**src/rtl/uart_rx_if.sv**
```systemverilog
// uart_rx_if: byte delivery channel of the serial receiver.
//   data  - received byte, meaningful while valid=1
//   valid - a byte is held and offered to the consumer
//   ready - consumer accepts; a transfer happens on valid && ready at posedge
// master: the receiver (drives data/valid); slave: the consumer (drives ready).
interface uart_rx_if;
   logic [7:0] data;
   logic       valid;
   logic       ready;

   modport master (
      output data,
      output valid,
      input  ready
   );

   modport slave (
      input  data,
      input  valid,
      output ready
   );
endinterface

```
**src/rtl/uart_rx.sv**
```systemverilog
// uart_rx: serial receiver for the 10-bit frame of uart_tx
// (start=0, 8 data bits MSB first, stop=1), same clock domain.
// Ports:
//   CLK       - clock, all logic on posedge
//   RESETN    - synchronous active-low reset
//   rx        - serial line, idles high, already in the CLK domain
//   bus       - uart_rx_if.master: data/valid out, ready in, one-entry holding register
//   frame_err - one-cycle pulse when a stop bit is sampled low
//   overrun   - one-cycle pulse when a byte completes while the holding register is full
//   busy      - high whenever the receiver is not idle
module uart_rx #(
   parameter int unsigned CLKS_PER_BIT = 1
) (
   input  logic        CLK,
   input  logic        RESETN,
   input  logic        rx,
   uart_rx_if.master   bus,
   output logic        frame_err,
   output logic        overrun,
   output logic        busy
);

   // Mid-bit sample offset measured from the start-bit detection edge.
   localparam int unsigned M        = (CLKS_PER_BIT - 1) / 2;
   localparam int unsigned CNT_W    = (CLKS_PER_BIT > 1) ? $clog2(CLKS_PER_BIT) : 1;
   localparam int unsigned BIT_LAST = CLKS_PER_BIT - 1;
   localparam int unsigned MID_LAST = (M > 0) ? M - 1 : 0;

   localparam logic [CNT_W-1:0] CNT_BIT_LAST = CNT_W'(BIT_LAST);
   localparam logic [CNT_W-1:0] CNT_MID_LAST = CNT_W'(MID_LAST);
   localparam logic [CNT_W-1:0] CNT_ONE      = CNT_W'(1);

   typedef enum logic [2:0] {
      S_IDLE  = 3'd0,
      S_START = 3'd1,
      S_DATA  = 3'd2,
      S_STOP  = 3'd3,
      S_BREAK = 3'd4
   } state_t;

   state_t           state_q, state_d;
   logic [CNT_W-1:0] cnt_q, cnt_d;
   logic [2:0]       bitn_q, bitn_d;
   logic [7:0]       sreg_q, sreg_d;
   logic [7:0]       data_q, data_d;
   logic             valid_q, valid_d;
   logic             frame_err_q, frame_err_d;
   logic             overrun_q, overrun_d;
   logic             busy_q, busy_d;
   logic             bit_end_c;

   // Last clock of a serial bit period: this edge is the sample point.
   assign bit_end_c = (cnt_q == CNT_BIT_LAST);

   // State register.
   always_ff @(posedge CLK) begin
      if (!RESETN) begin
         state_q <= S_IDLE;
      end else begin
         state_q <= state_d;
      end
   end

   // Next-state and datapath update.
   always_comb begin
      state_d     = state_q;
      cnt_d       = cnt_q;
      bitn_d      = bitn_q;
      sreg_d      = sreg_q;
      data_d      = data_q;
      // A completed transfer empties the holding register unless a byte loads below.
      valid_d     = valid_q & ~bus.ready;
      frame_err_d = 1'b0;
      overrun_d   = 1'b0;

      unique case (state_q)
         S_IDLE: begin
            cnt_d = '0;
            if (!rx) begin
               // With no mid-bit offset the detection edge is already the start sample.
               if (M == 0) begin
                  state_d = S_DATA;
                  bitn_d  = 3'd7;
               end else begin
                  state_d = S_START;
               end
            end
         end

         S_START: begin
            if (cnt_q == CNT_MID_LAST) begin
               cnt_d = '0;
               if (rx) begin
                  // Line went back high before mid-bit: glitch, not a start.
                  state_d = S_IDLE;
               end else begin
                  state_d = S_DATA;
                  bitn_d  = 3'd7;
               end
            end else begin
               cnt_d = cnt_q + CNT_ONE;
            end
         end

         S_DATA: begin
            if (bit_end_c) begin
               cnt_d  = '0;
               sreg_d = {sreg_q[6:0], rx};
               if (bitn_q == 3'd0) begin
                  state_d = S_STOP;
               end else begin
                  bitn_d = bitn_q - 3'd1;
               end
            end else begin
               cnt_d = cnt_q + CNT_ONE;
            end
         end

         S_STOP: begin
            if (bit_end_c) begin
               cnt_d = '0;
               if (rx) begin
                  // Straight to IDLE so a start bit on the next clock is caught.
                  state_d = S_IDLE;
                  if (!valid_q || bus.ready) begin
                     data_d  = sreg_q;
                     valid_d = 1'b1;
                  end else begin
                     overrun_d = 1'b1;
                  end
               end else begin
                  frame_err_d = 1'b1;
                  state_d     = S_BREAK;
               end
            end else begin
               cnt_d = cnt_q + CNT_ONE;
            end
         end

         S_BREAK: begin
            // A held-low line is a break, never a new start.
            cnt_d = '0;
            if (rx) begin
               state_d = S_IDLE;
            end
         end

         default: begin
            state_d = S_IDLE;
            cnt_d   = '0;
         end
      endcase

      busy_d = (state_d != S_IDLE);
   end

   // Datapath and output registers.
   always_ff @(posedge CLK) begin
      if (!RESETN) begin
         cnt_q       <= '0;
         bitn_q      <= 3'd0;
         sreg_q      <= 8'd0;
         data_q      <= 8'd0;
         valid_q     <= 1'b0;
         frame_err_q <= 1'b0;
         overrun_q   <= 1'b0;
         busy_q      <= 1'b0;
      end else begin
         cnt_q       <= cnt_d;
         bitn_q      <= bitn_d;
         sreg_q      <= sreg_d;
         data_q      <= data_d;
         valid_q     <= valid_d;
         frame_err_q <= frame_err_d;
         overrun_q   <= overrun_d;
         busy_q      <= busy_d;
      end
   end

   assign bus.data  = data_q;
   assign bus.valid = valid_q;
   assign frame_err = frame_err_q;
   assign overrun   = overrun_q;
   assign busy      = busy_q;

endmodule

```
**src/flat_wrapper.sv**
```systemverilog
// flat-port wrapper written by rule: the top's interface ports become plain ports
module uart_rx_flat 
#(
   parameter int unsigned CLKS_PER_BIT = 1
)
  (CLK, RESETN, rx, frame_err, overrun, busy, bus_data, bus_valid, bus_ready);
  uart_rx_if bus_i ();
  input  logic CLK;
  input  logic RESETN;
  input  logic rx;
  output logic frame_err;
  output logic overrun;
  output logic busy;
  output wire logic [$bits(bus_i.data)-1:0] bus_data;
  output wire logic [$bits(bus_i.valid)-1:0] bus_valid;
  input wire logic [$bits(bus_i.ready)-1:0] bus_ready;
  assign bus_data = bus_i.data;
  assign bus_valid = bus_i.valid;
  assign bus_i.ready = bus_ready;
  uart_rx #(.CLKS_PER_BIT(CLKS_PER_BIT)) u_core (.CLK(CLK), .RESETN(RESETN), .rx(rx), .bus(bus_i), .frame_err(frame_err), .overrun(overrun), .busy(busy));
endmodule
```
**config.mk**
```make
export PLATFORM = sky130hd
export DESIGN_NAME = uart_rx_flat
export DESIGN_NICKNAME = d
export VERILOG_FILES = /design/src/rtl/uart_rx_if.sv /design/src/rtl/uart_rx.sv /design/src/flat_wrapper.sv
export SDC_FILE = /design/constraint.sdc
export NUM_CORES = 1
export LEC_CHECK = 0
export CAP_MARGIN = 0
export CELL_PAD_IN_SITES_DETAIL_PLACEMENT = 0
export CELL_PAD_IN_SITES_GLOBAL_PLACEMENT = 1
export CORE_ASPECT_RATIO = 0.7
export CORE_MARGIN = 2
export CORE_UTILIZATION = 30
export DETAILED_ROUTE_END_ITERATION = 6
export PLACE_DENSITY = 0.69
export SYNTH_ARGS = -nofsm -noshare
export SYNTH_HDL_FRONTEND = slang
export SYNTH_SLANG_ARGS = --single-unit
```
**constraint.sdc**
```tcl
create_clock -name CLK -period 3.3 [get_ports CLK]
set_clock_uncertainty 0.15 [all_clocks]
set_input_delay 0.33 -clock CLK [delete_from_list [all_inputs] [get_ports CLK]]
set_output_delay 0.33 -clock CLK [all_outputs]
set_load 0.02 [all_outputs]
```
==> impl_metrics.csv <==
group,metric,value,unit
place,gp_congestion,0.816,
routing,vias,847,
finish,diodes,0,
logic_synthesis,synthArstFlopShare,0,%
logic_synthesis,synthTopCellsByCount,"dfxtp_1 (27), nand2_1 (23), a21oi_1 (12)",
sta,setup-tns-final,0,ns
global_route,antenna_found_initial,0,
sta,slew_violations,0,
finish,fin_area,1340,um2
global_route,grt_overflow,0,
floorplanning,die_h,54.9,um
cts,cts_made_buffers,3,
cts,ctsHoldBuffers,0,
logic_synthesis,yosys-top-cells-area,"dfxtp_1 (49%), mux2i_1 (8.1%), nand2_1 (7.8%)",
routing,viasPerCell,4.55,
cts,clock_tree.root_cell,"clkbuf_8",
setup_path,crit_start,"u_core.state_q[1]",
cts,post_cts_buffers,0,
logic_synthesis,synth.most_common_cell,"dfxtp_1",
floorplanning,start_util,31.5,%
sta,finalHoldViolCount,0,
sta,rsz0062_at_grt,"no",
cts,cts.repair.resized,0,
setup_path,critPathSlowestCell,"dfxtp_1",
sta,setup_violations,0,
logic_synthesis,ys_seq_area_share,48.6,%
run,drv_cap,0,
logic_synthesis,yosysWarnings,0,
floorplanning,rows,18,
global_route,grtUsageTotal,10.3,%
worst_hold_path,hold_path_depth,2,
finish,post_route_cells_drive_above_1_share,5.88,%
logic_synthesis,synth_nets,130,
routing,drc,0,
worst_hold_path,hp-start,"u_core.sreg_q[7]",
logic_synthesis,netlist_area,1110,um2
routing,ant_nets,0,
cts,path_clk_slew,0.09,ns
setup_path,path_cells,"nor3b_1, mux2_2, o21bai_1, or3b_1",
routing,drt_iter0_markers,78,
sta,max_clock_freq,534,MHz
logic_synthesis,synth_edf_count,0,
place,place_hpwl,1400,um
sta,slew_headroom,61.3,%
logic_synthesis,yosys_register_bits,27,
place,port-buffer-count,15,
cts,insertion_delay,0.27,ns
setup_path,critPathCaptureType,"flop",
logic_synthesis,synth_area_leader_cell,"dfxtp_1",
sta,worstMarginPinSlew,0.566,ns
logic_synthesis,synth_top_area_share,48.6,%
cts,cts_tree,"yes",
floorplanning,fp.dieW,76.8,um
power,leakage,0.000551,uW
setup_path,worstPathRequired,3.31,ns
cts,cts.sinks,27,
logic_synthesis,synth_area_per_cell,8.97,um2
worst_hold_path,min_path_type,"flop to flop",
setup_path,reg2regPathDepth,4,
setup_path,path_max_fanout,11,
finish,nets,143,
global_route,grt_max_degree,20,
run_status,status,"completed",
setup_path,start_kind,"flop",
global_route,grt_pass1_wl,3360,um
setup_path,arrival,1.88,ns
setup_path,r2r-start,"u_core.state_q[1]",
routing,routed_wl,1970,um
power,powerDensity,437,nW/um2
routing,first_pass_iters,4,
global_route,grt_pass1_vias,758,
floorplanning,core,3540,um2
routing,wl_per_cell,10.6,um
place,placed_area,1290,um2
setup_path,crit_type,"flop to flop",
finish,syn_to_final_growth,20.4,%
floorplanning,die-area,4220,um2
logic_synthesis,ys_types,34,
cts,clk_path_buf_depth,2,
sta,layout_min_cycle_time,1.87,ns
floorplanning,ios,16,
power,worst_ir_drop_vdd,159,uV
sta,finalCritPeriodShare,56.7,%
finish,fillerInstances,375,
setup_path,cpPeakStageDelay,0.54,ns
logic_synthesis,syn_inst,124,
cts,htreeDepth,1,
logic_synthesis,ys.flop_type,"dfxtp_1",
state kept, by name, summed over array words and instances (netlist names):
signal and flops:
u_core.state_q 3, u_core.sreg_q 8, u_core.bitn_q 3, u_core.bus.data 8
u_core.cnt_q 1, u_core.busy 1, u_core.frame_err 1, u_core.overrun 1
u_core.bus.valid 1
routing by layer:
metal | GRT usage, % | vias up | wire length [um]
li1 | - | 440 | -
met1 | 12.7 | 387 | 1020
met2 | 17.0 | 18 | 823
met3 | 3.25 | 2 | 94
met4 | 4.55 | 0 | 27
met5 | 0 | - | 0
where the power goes:
group,switching [uW],internal (uW),leakage [uW]
sequential,11.2,336,0.000220
clock,96.4,84.4,0.0000255
combinational,30.7,26.8,0.000306
critical path, delay by kind of cell, from the launching register on:
| family | cells | cell delay, ns |
|---|---|---|
| AO/OA/AOI/OAI | 1 | 0.12 |
| flip-flops | 1 | 0.54 |
| AND/OR/NAND/NOR | 2 | 0.58 |
| multiplexers | 1 | 0.38 |
final timing paths:
path / slack [ns] / end
max: 1.43 / u_core.bitn_q[2]
max reg2reg: 1.43 / u_core.bitn_q[2]
min: 0.31 / u_core.sreg_q[7]
min reg2reg: 0.31 / u_core.sreg_q[7]
area by class of cell:
| cell class | count | area, um2 | share of cell area, % |
|---|---|---|---|
| Sequential cell | 27 | 541 | 40.4 |
| Tap cell | 50 | 62.6 | 4.67 |
| Inverter | 4 | 15.0 | 1.12 |
| Clock buffer | 3 | 41.3 | 3.08 |
| Multi-Input combinational cell | 86 | 524 | 39.2 |
| Timing Repair Buffer | 15 | 150 | 11.2 |
| Clock inverter | 1 | 5.00 | 0.374 |
per-stage QoR:
stage | total power (uW) | setup WS [ns] | util [%] | hold slack (ns) | instances
after CTS | 595 | 1.43 | 37.9 | 0.315 | 186
after global placement | 412 | 1.32 | 36.6 | 0.300 | 182
after detailed placement | 412 | 1.30 | 36.6 | 0.301 | 182
after global routing | 618 | 1.28 | 37.9 | 0.329 | 186
final | 586 | 1.43 | 37.9 | 0.311 | 186
after floorplan | 398 | 1.58 | - | 0.286 | 124
placed cells by master, fill, tap and decap left out, types with 3 or more instances in the layout:
master           netlist  layout
clkdlybuf4s50_1        0      15
dfxtp_1               27      27
nor2_1                11      11
nor3_1                 4       4
a21oi_1               12      12
clkbuf_8               0       3
nand2b_1               3       3
mux2i_1                9       9
inv_1                  3       3
nand2_1               23      23
cell families (layout without fill, tap and decap cells):
| kind of cell | Yosys count | in the layout | share of synthesized area (%) |
|---|---|---|---|
| simple gates | 50 | 50 | 21.8 |
| mux | 10 | 10 | 9.11 |
| xor+xnor | 1 | 1 | 0.788 |
| flops | 27 | 27 | 48.6 |
| buf+inv | 11 | 23 | 4.27 |
| fa+ha+maj | 2 | 2 | 2.25 |
| compound gates | 22 | 22 | 12.8 |
| other cells | 1 | 1 | 0.337 |
(Power assumes the default switching activity.)
